[src/rtl/decode_pkg.sv]
// Shared definitions for the decode stage: instruction field positions,
// type codes, halt FSM states and the XLEN-independent part of a decoded bundle.
package decode_pkg;

    localparam int OPC_LSB   = 0;
    localparam int OPC_MSB   = 4;
    localparam int RS1_LSB   = 5;
    localparam int RS1_MSB   = 9;
    localparam int RD_LSB    = 10;
    localparam int RD_MSB    = 14;
    localparam int RS2_LSB   = 15;
    localparam int RS2_MSB   = 19;
    localparam int SA_LSB    = 20;
    localparam int SA_MSB    = 24;
    localparam int IMM14_LSB = 15;
    localparam int IMM14_MSB = 28;
    localparam int IMM24_LSB = 5;
    localparam int IMM24_MSB = 28;
    localparam int TYPE_LSB  = 29;
    localparam int TYPE_MSB  = 30;
    localparam int STOP      = 31;

    typedef enum logic [1:0] {
        TYPE_R = 2'b00,
        TYPE_J = 2'b01,
        TYPE_I = 2'b10,
        TYPE_S = 2'b11
    } insn_type_e;

    typedef enum logic [1:0] {
        RUN       = 2'd0,
        HALT_PEND = 2'd1,
        HALTED    = 2'd2
    } stage_state_e;

    // Register-side fields of a decoded instruction; the XLEN-wide members
    // (immediate, target, PCs) are added by the stage that knows XLEN.
    typedef struct packed {
        logic       stop;
        insn_type_e itype;
        logic [4:0] opcode;
        logic [4:0] rs1;
        logic [4:0] rs2;
        logic [4:0] rd;
        logic [4:0] sa;
        logic       use_rs1;
        logic       use_rs2;
        logic       wr_rd;
    } decode_ctrl_t;

endpackage

[src/rtl/decode_stage_insn_field_decode.sv]
// Combinational field decoder: splits one instruction word into register
// indices, flags and an XLEN-wide immediate, and forms the J-type target.
module insn_field_decode
    import decode_pkg::*;
#(
    parameter int XLEN         = 32,
    parameter bit IMM_I_SIGNED = 1'b1
) (
    input  logic [31:0]     insn,
    input  logic [XLEN-1:0] pc,
    output decode_ctrl_t    ctrl,
    output logic [XLEN-1:0] imm,
    output logic [XLEN-1:0] target
);

    logic [XLEN-1:0] imm24_ext;
    logic [XLEN-1:0] imm14_ext;
    logic            imm14_fill;
    insn_type_e      itype;

    assign itype      = insn_type_e'(insn[TYPE_MSB:TYPE_LSB]);
    assign imm14_fill = IMM_I_SIGNED ? insn[IMM14_MSB] : 1'b0;
    assign imm24_ext  = {{(XLEN-24){insn[IMM24_MSB]}}, insn[IMM24_MSB:IMM24_LSB]};
    assign imm14_ext  = {{(XLEN-14){imm14_fill}}, insn[IMM14_MSB:IMM14_LSB]};

    // Select the fields each format owns; everything else stays zero.
    always_comb begin
        ctrl        = '0;
        imm         = '0;
        target      = '0;
        ctrl.stop   = insn[STOP];
        ctrl.itype  = itype;
        ctrl.opcode = insn[OPC_MSB:OPC_LSB];
        case (itype)
            TYPE_R: begin
                ctrl.rs1     = insn[RS1_MSB:RS1_LSB];
                ctrl.rd      = insn[RD_MSB:RD_LSB];
                ctrl.rs2     = insn[RS2_MSB:RS2_LSB];
                ctrl.use_rs1 = 1'b1;
                ctrl.use_rs2 = 1'b1;
                ctrl.wr_rd   = 1'b1;
            end
            TYPE_J: begin
                imm    = imm24_ext;
                target = pc + imm24_ext;
            end
            TYPE_I: begin
                ctrl.rs1     = insn[RS1_MSB:RS1_LSB];
                ctrl.rd      = insn[RD_MSB:RD_LSB];
                ctrl.use_rs1 = 1'b1;
                ctrl.wr_rd   = 1'b1;
                imm          = imm14_ext;
            end
            TYPE_S: begin
                ctrl.rs1     = insn[RS1_MSB:RS1_LSB];
                ctrl.rd      = insn[RD_MSB:RD_LSB];
                ctrl.rs2     = insn[RS2_MSB:RS2_LSB];
                ctrl.sa      = insn[SA_MSB:SA_LSB];
                ctrl.use_rs1 = 1'b1;
                ctrl.use_rs2 = 1'b1;
                ctrl.wr_rd   = 1'b1;
            end
        endcase
    end

endmodule

[src/rtl/decode_stage.sv]
// Pipelined decode stage: registers decoded bundles into a main + skid buffer,
// halts on a stop instruction until resumed, supports flush and counts deliveries.
module decode_stage
    import decode_pkg::*;
#(
    parameter int XLEN         = 32,
    parameter bit IMM_I_SIGNED = 1'b1,
    parameter int CNT_W        = 16
) (
    input  logic             clk,
    input  logic             rst,
    input  logic             in_valid,
    output logic             in_ready,
    input  logic [31:0]      in_insn,
    input  logic [XLEN-1:0]  in_pc,
    input  logic [XLEN-1:0]  in_pc_next,
    output logic             out_valid,
    input  logic             out_ready,
    output logic [1:0]       out_type,
    output logic [4:0]       out_opcode,
    output logic [4:0]       out_rs1,
    output logic [4:0]       out_rs2,
    output logic [4:0]       out_rd,
    output logic             out_use_rs1,
    output logic             out_use_rs2,
    output logic             out_wr_rd,
    output logic [XLEN-1:0]  out_imm,
    output logic [4:0]       out_sa,
    output logic [XLEN-1:0]  out_target,
    output logic [XLEN-1:0]  out_pc,
    output logic [XLEN-1:0]  out_pc_next,
    output logic             out_stop,
    input  logic             flush,
    input  logic             resume,
    output logic             halted,
    output logic [CNT_W-1:0] dec_count
);

    if (XLEN < 32) begin : g_xlen_check
        $error("decode_stage: XLEN must be at least 32");
    end

    typedef struct packed {
        decode_ctrl_t    ctrl;
        logic [XLEN-1:0] imm;
        logic [XLEN-1:0] target;
        logic [XLEN-1:0] pc;
        logic [XLEN-1:0] pc_next;
    } decode_bundle_t;

    decode_bundle_t   dec_bundle;
    decode_bundle_t   main_q;
    decode_bundle_t   skid_q;
    logic             main_valid;
    logic             skid_valid;
    stage_state_e     state_q;
    stage_state_e     state_d;
    logic [CNT_W-1:0] count_q;
    logic             accept;
    logic             out_fire;
    logic             stop_fire;

    insn_field_decode #(
        .XLEN         (XLEN),
        .IMM_I_SIGNED (IMM_I_SIGNED)
    ) u_field_decode (
        .insn   (in_insn),
        .pc     (in_pc),
        .ctrl   (dec_bundle.ctrl),
        .imm    (dec_bundle.imm),
        .target (dec_bundle.target)
    );

    assign dec_bundle.pc      = in_pc;
    assign dec_bundle.pc_next = in_pc_next;

    // A full skid entry blocks intake, so at most one bundle ever lands in skid.
    assign in_ready  = rst && (state_q == RUN) && !skid_valid && !flush;
    assign accept    = in_valid && in_ready;
    assign out_fire  = main_valid && out_ready;
    assign stop_fire = out_fire && main_q.ctrl.stop;

    // Main/skid buffer: main refills from skid first, else from the decoder;
    // a stalled main parks the newly accepted bundle in skid.
    always_ff @(posedge clk) begin
        if (!rst) begin
            main_valid <= 1'b0;
            skid_valid <= 1'b0;
            main_q     <= '0;
            skid_q     <= '0;
        end else if (flush) begin
            main_valid <= 1'b0;
            skid_valid <= 1'b0;
            main_q     <= '0;
            skid_q     <= '0;
        end else if (!main_valid || out_ready) begin
            if (skid_valid) begin
                main_q     <= skid_q;
                main_valid <= 1'b1;
                skid_valid <= 1'b0;
                skid_q     <= '0;
            end else if (accept) begin
                main_q     <= dec_bundle;
                main_valid <= 1'b1;
            end else begin
                main_q     <= '0;
                main_valid <= 1'b0;
            end
        end else if (accept) begin
            skid_q     <= dec_bundle;
            skid_valid <= 1'b1;
        end
    end

    // Halt FSM next state: a delivered stop bundle wins over a same-cycle flush.
    always_comb begin
        state_d = state_q;
        case (state_q)
            RUN: begin
                if (accept && in_insn[STOP]) begin
                    state_d = HALT_PEND;
                end
            end
            HALT_PEND: begin
                if (stop_fire) begin
                    state_d = HALTED;
                end else if (flush) begin
                    state_d = RUN;
                end
            end
            HALTED: begin
                if (resume) begin
                    state_d = RUN;
                end
            end
            default: state_d = RUN;
        endcase
    end

    // Halt FSM state register.
    always_ff @(posedge clk) begin
        if (!rst) begin
            state_q <= RUN;
        end else begin
            state_q <= state_d;
        end
    end

    // Count bundles handed to execute, including one that leaves during a flush.
    always_ff @(posedge clk) begin
        if (!rst) begin
            count_q <= '0;
        end else if (out_fire) begin
            count_q <= count_q + 1'b1;
        end
    end

    assign out_valid   = main_valid;
    assign out_type    = main_q.ctrl.itype;
    assign out_opcode  = main_q.ctrl.opcode;
    assign out_rs1     = main_q.ctrl.rs1;
    assign out_rs2     = main_q.ctrl.rs2;
    assign out_rd      = main_q.ctrl.rd;
    assign out_use_rs1 = main_q.ctrl.use_rs1;
    assign out_use_rs2 = main_q.ctrl.use_rs2;
    assign out_wr_rd   = main_q.ctrl.wr_rd;
    assign out_imm     = main_q.imm;
    assign out_sa      = main_q.ctrl.sa;
    assign out_target  = main_q.target;
    assign out_pc      = main_q.pc;
    assign out_pc_next = main_q.pc_next;
    assign out_stop    = main_q.ctrl.stop;
    assign halted      = (state_q == HALTED);
    assign dec_count   = count_q;

endmodule
[config.mk]
export PLATFORM = sky130hd
export DESIGN_NAME = decode_stage
export DESIGN_NICKNAME = d
export VERILOG_FILES = /design/src/rtl/decode_pkg.sv /design/src/rtl/decode_stage_insn_field_decode.sv /design/src/rtl/decode_stage.sv
export SDC_FILE = /design/constraint.sdc
export NUM_CORES = 1
export LEC_CHECK = 0
export CAP_MARGIN = 20
export CORE_ASPECT_RATIO = 1.4
export CORE_MARGIN = 2
export CORE_UTILIZATION = 47
export DETAILED_ROUTE_END_ITERATION = 8
export PLACE_DENSITY = 0.76
export SYNTH_ARGS = -nofsm -noshare
export SYNTH_HDL_FRONTEND = slang
export SYNTH_SLANG_ARGS = --single-unit
export TNS_END_PERCENT = 30
[constraint.sdc]
create_clock -name clk -period 3.1 [get_ports clk]
set_clock_uncertainty 0.15 [all_clocks]
set_input_delay 0.93 -clock clk [delete_from_list [all_inputs] [get_ports clk]]
set_output_delay 0.93 -clock clk [all_outputs]
set_load 0.05 [all_outputs]
# Word-level counts from Yosys, hierarchy flattened
# Cells that the tools add are included.
[op_classes] addsub=2 mul=0 n_div=0 magnitude_cmp=0 n_eq_ne=9 n_shift=0 n_mux=20 bitwise=1 n_reduce_logical=20
[ops] operator="159-bit two-way mux" count=5
[ops] operator="32-bit case mux with 2 select lines" count=1
[ops] operator="32-bit adder" count=1
[ops] operator="32-bit two-way mux" count=1
[ops] operator="5-bit two-way mux" count=4
[ops] operator="16-bit by 1-bit adder with 16-bit output, second input constant" count=1
[ops] operator="2-bit two-way mux" count=4
[ops] operator="1-bit logical AND" count=7
[ops] operator="2-bit == test, second input constant" count=3
[ops] operator="2-bit case mux with 3 select lines" count=1
[ops] operator="3-bit OR reduction" count=2
[ops] operator="2-bit by 1-bit == test with 1-bit output, second input constant" count=2
[ops] operator="2-bit logical NOT" count=2
[ops] operator="1-bit two-way mux" count=4
[ops] operator="2-bit != test, second input constant" count=2
[ops] operator="2-bit OR reduction" count=2
[ops] operator="1-bit logical NOT" count=3
[ops] operator="3-bit != test, second input constant" count=1
[ops] operator="3-bit AND reduction" count=1
[ops] operator="2-bit by 1-bit != test with 1-bit output, second input constant" count=1
[ops] operator="2-bit AND reduction" count=1
[ops] operator="2-bit nonzero test" count=1
[ops] operator="1-bit logical OR" count=1
[ops] operator="1-bit NOT" count=1
[totals] regBits=338 latch_bits=0 mem_bits_rw=0 romBits=0 inputBits=102 wordCells=84 n_memories=0

# Logic depth before layout (Yosys ltp)
[depth] word_depth=8 mapped_depth=11 depth_no_buf=11

# By module
# From an unflattened synthesis, not the netlist that was laid out.
[unflattened] cells_unflattened=1914 hier_area_um2=15230.9
[modules_own_cells] module="decode_stage" n_inst=1 cells_per_inst=1524 area_each_um2=12689.7 seq_area_each_um2=6766.5
[modules_own_cells] module="insn_field_decode" n_inst=1 cells_per_inst=390 area_each_um2=2541.2 seq_area_each_um2=0.0

# Worst setup path before layout
# OpenSTA, ideal clock, no wires.
[synth_timing] path_kind="input to register" startpoint="input flush" endpoint="register skid_q[93] (netlist name)" setup_ps=130 arrival_time_ps=3258 required_time_ps=2820 setup_slack_ps=-437 cell_stages=10 n_path_buf=2 path_cell_list="inv_1 -> nand2_1 -> nor4_2 -> nand2_1 -> nor2_1 -> nor3_2 -> buf_2 -> buf_1 -> nand2_1 -> o21ai_0"
[synth_between] elab_chain_len=5
[synth_lines] item="start: declaration" line="decode_stage.sv:33" text="input logic flush,"
[synth_lines] item="1-bit logical NOT" line="decode_stage.sv:78" text="assign in_ready = rst && (state_q == RUN) && !skid_valid && !flush;"
[synth_lines] item="1-bit logical AND" line="decode_stage.sv:78"
[synth_lines] item="named net in_ready" line="decode_stage.sv:13" text="output logic in_ready,"
[synth_lines] item="1-bit logical AND" line="decode_stage.sv:79" text="assign accept = in_valid && in_ready;"
[synth_lines] item="2-bit nonzero test (no line)"
[synth_lines] item="2-bit AND reduction (no line)"
[synth_lines] item="end signal: assignment" line="decode_stage.sv:110" text="skid_q <= dec_bundle;"
[synth_lines] item="end: declaration" line="decode_stage.sv:53" text="decode_bundle_t skid_q;"
# The timed path passes the listed nets, and every way through them passes these cells.
# A chain may end at the register's enable or synchronous reset.

# Worst setup path in the final report
[layout_timing] startpoint="input in_insn[27]" endpoint="register main_q, in the netlist out_target[28]"
[layout_between] elab_chain_len=4
[layout_lines] item="start: declaration" line="decode_stage.sv:14" text="input logic [31:0] in_insn,"
[layout_lines] item="32-bit adder" line="decode_stage_insn_field_decode.sv:45" text="target = pc + imm24_ext;"
[layout_lines] item="32-bit two-way mux" line="decode_stage_insn_field_decode.sv:34" text="case (itype)"
[layout_lines] item="159-bit two-way mux" line="decode_stage.sv:102" text="end else if (accept) begin"
[layout_lines] item="159-bit two-way mux" line="decode_stage.sv:97" text="if (skid_valid) begin"
[layout_lines] item="end signal: assignment" line="decode_stage.sv:98" text="main_q <= skid_q;"
[layout_lines] item="end signal: assignment" line="decode_stage.sv:103" text="main_q <= dec_bundle;"
[layout_lines] item="end: declaration" line="decode_stage.sv:52" text="decode_bundle_t main_q;"
# Every way passes these cells.

==> metrics.cfg <==
[synth]
synth_top_flop_cell=dfxtp_1
synth.area.top_cells=dfxtp_1, a221oi_1, a22o_1, nor2_1, nor3_1
synth_cell_types=67
synth.largest_area_cell=dfxtp_1
syn_inst=1623
seq_area_frac_synth_pct=45.58
synth_edf_count=0
syn-cell-area_um2=14060
synth_seq_cells=320
synth_nets=1762
synthArstFlopShare_pct=0
synth_top_area_share_pct=45.58
synth_warnings=0
avgSynthCellArea_um2=8.660

[clock_tree]
cts_tree=yes
cts_buffer_depth=3
holdBufCountCts=0
cts.clk_slew.worst_paths_ns=0.06
cts_made_buffers=31
clkSinkCount=320
ctsHtreeMaxLevel=1
insertion_delay_ns=0.57
cts_root_buf=clkbuf_16

[power_and_ir_drop]
power_switching_w=0.002440
p_leak_nw=7.836
p_int_w=0.006881
powerDensity_nw_per_um2=460.8
peakVddDrop_v=0.0003877
swShare_pct=26.17
p_total_w=0.009320
combPwrFrac_pct=15.5
pwr-share-seq_pct=44.5
p_clk_share_pct=40.0

[placement]
port_buffers=279
place_hpwl_um=35150
place_ws_ns=-0.9877
gp_congestion=0.9123

[timing]
max_slew.worst_pin.slew_ns=0.7918
fmax_ghz=0.3269
drv_slew=0
slew_headroom_pct=47.21
hold_violations=0
period_minus_slack_ns=3.059
worst_slack_ns=0.04099
finalSetupViolations=0
fin_crit_sh_pct=98.68

[critical_path]
cp-start-kind=input pin
r2r_setup_slack_ns=0.98
worstSetupPathType=in -> reg
cp_top_family=compound AO/OA/AOI/OAI gates
critPathBufInv=2
cp_cell_sequence=clkdlybuf4s50_1 -> ha_1 -> buf_4 -> nand2_1 -> o21ai_1 -> a211o_1 -> a21oi_2 -> nor2b_1 -> a211oi_2 -> xor2_1 -> o22ai_1
worstPathArrival_ns=3.35
crit_required_ns=3.39
cp_slowest_stage_delay_ns=0.54
cp_max_fo=3
end_kind=flip-flop
cp_slowest_cell=clkdlybuf4s50_1

[floorplanning]
dieArea_um2=31330
die_w_um=150.2
core_area_um2=29350
initial_core_util_pct=47.89
pin_count=280
fp.dieH_um=208.6
rows=74

[drt]
drc_errors=0
vias_per_cell=6.104
drtIter0Drc=1210
ant_nets=0
dr.pass1.iters=7
wire_per_inst_um=20.59
postRouteWirelength_um=50040
vias=14830

[global_route]
grt.total_usage_pct=30.30
antenna_found_initial=0
grt_max_degree=152
grt_pass1_vias=14540
grt_use_met3_pct=4.170
grt-busiest-layer=met2
grt_overflow=0
grt_pass1_wl_um=76450
use_met1_pct=34.87
grt_use_met2_pct=54.21

[cells_and_area]
multi_input_area_um2=7398
antenna_cells=0
syn_to_final_growth_pct=43.91
drive_above_1_share_pct=18.15
register_area_um2=6410
nets=2165
nFillCells=2270

[run]
drv_cap=0

[status]
run_status=finished clean

[hold_path]
worst_hold_path_type=reg -> reg

-- logic make-up after synthesis --
family	Yosys count	share of synthesized area (%)
AO/OA/AOI/OAI	465	23.93
XOR/XNOR	37	2.305
adder cells (fa/ha/maj)	37	3.347
buffers and inverters	168	4.914
flip-flops	320	45.58
multiplexers	2	0.1424
AND/OR/NAND/NOR	594	19.79
-- worst register-to-register path, cell delays in order, from the launching register on --
cell     delay (ns)
dfxtp_4        0.38
buf_12         0.46
and2_1         0.43
nor3_4         0.09
buf_12         0.20
a22o_1         0.30
-- state kept, by name, indices dropped and copies added, names as in the netlist --
| name | flops |
|---|---|
| dec_count | 16 |
| out_imm | 24 |
| out_opcode | 5 |
| out_pc | 32 |
| out_pc_next | 32 |
| out_rd | 5 |
| out_rs1 | 5 |
| out_rs2 | 5 |
| out_sa | 5 |
| out_stop | 1 |
| out_target | 32 |
| out_type | 2 |
| out_use_rs1 | 1 |
| out_use_rs2 | 1 |
| out_valid | 1 |
| skid_q | 150 |
| skid_valid | 1 |
| state_q | 2 |
-- stage by stage --
stage / area, um^2 / instances / utilization, % / setup TNS (ns) / hold slack (ns)
floorplan: 14120 / 1623 / - / -0.2357 / 0.2673
global placement: 18850 / 2366 / 64.23 / -40.21 / 0.2773
detailed placement: 18850 / 2366 / 64.23 / -45.95 / 0.2882
CTS: 20010 / 2428 / 68.19 / -0.03977 / 0.3033
global route: 20230 / 2430 / 68.92 / -0.4180 / 0.3244
finish: 20230 / 2430 / 68.92 / 0 / 0.3059
-- final cells by class --
type                       count  area share, %
multi-input combinational   1135          36.57
clock buffer                  45          4.441
tap                          380          2.350
inverter                      12         0.2227
sequential                   320          31.69
timing repair buffer         526          24.22
clock inverter                12         0.5010
-- cells in the final DEF, fill, tap and decap left out, types with 6 or more instances in the layout --
cell / count
a21oi_1: 97
a21oi_2: 9
nor3_1: 109
nand3_1: 97
a22o_1: 79
nor2b_1: 9
xor2_1: 15
nand3b_1: 8
a21o_1: 13
clkbuf_16: 31
a31oi_1: 39
clkdlybuf4s50_1: 244
dlymetal6s2s_1: 13
and3_1: 23
o21ai_0: 33
nor2_1: 146
clkinv_2: 6
dfxtp_1: 319
dlygate4sd2_1: 17
a221oi_1: 100
clkbuf_1: 7
ha_4: 14
inv_1: 9
and2_1: 15
clkbuf_8: 7
xnor2_1: 17
nand2_1: 137
buf_4: 226
nand4_1: 10
ha_1: 22
a32oi_1: 11
buf_12: 20
a22oi_1: 14
a211oi_1: 6
o22ai_1: 14
-- Yosys cell counts (3+ instances only) --
cell type / n
nor2_1: 148
nor3b_1: 5
a221oi_1: 100
a21oi_1: 106
o21a_1: 5
a32oi_1: 11
buf_4: 9
and4_1: 3
and3_1: 23
o21ai_1: 3
or3_1: 5
a211o_1: 4
a21o_1: 13
xor2_1: 17
nor3_1: 109
xnor2_1: 20
and2_1: 15
o21bai_1: 4
nand3_1: 98
nand4_1: 10
clkbuf_1: 126
o21ai_0: 36
nand2_1: 142
buf_2: 14
inv_1: 12
buf_1: 5
dfxtp_1: 320
a211oi_1: 7
nand3b_1: 8
a22o_1: 79
o211ai_1: 3
ha_1: 36
a31oi_1: 41
a21boi_0: 6
o22ai_1: 14
a22oi_1: 14
nand2b_1: 6
nor2b_1: 10
-- worst paths after layout --
path / from / end / cells past startpoint
worst max-delay path: in_insn[27] / out_target[28]$_SDFFE_PP0P_ / 11
worst min-delay path: skid_q[94]$_SDFFE_PP0P_ / skid_q[94]$_SDFFE_PP0P_ / 2
worst max register to register: skid_valid$_SDFFE_PP0P_ / skid_q[36]$_SDFFE_PP0P_ / 5
worst min register to register: skid_q[94]$_SDFFE_PP0P_ / skid_q[94]$_SDFFE_PP0P_ / 2
-- power groups by stage --
stage | clock, W | combinational [W] | sequential, W
global route | 0.00392 | 0.00153 | 0.00415
finish | 0.00373 | 0.00144 | 0.00415
CTS | 0.00377 | 0.00138 | 0.00415
detailed placement | 0 | 0.00135 | 0.00424
global placement | 0 | 0.00133 | 0.00424
floorplan | 0 | 0.000559 | 0.00431
-- repair_timing --
item	4_1_cts	5_1_grt
endpoints found under the setup margin	45	27
pin swaps	10	16
resized for setup	48	54
buffers inserted	5	2
-- routing by layer --
layer  vias up  routed length, um
met5         -                  0
met4         0               2662
met3       166               3644
met2       751              25290
met1      7133              18450
li1       6782                  -
No activity file was read; power rests on OpenSTA's default activity.
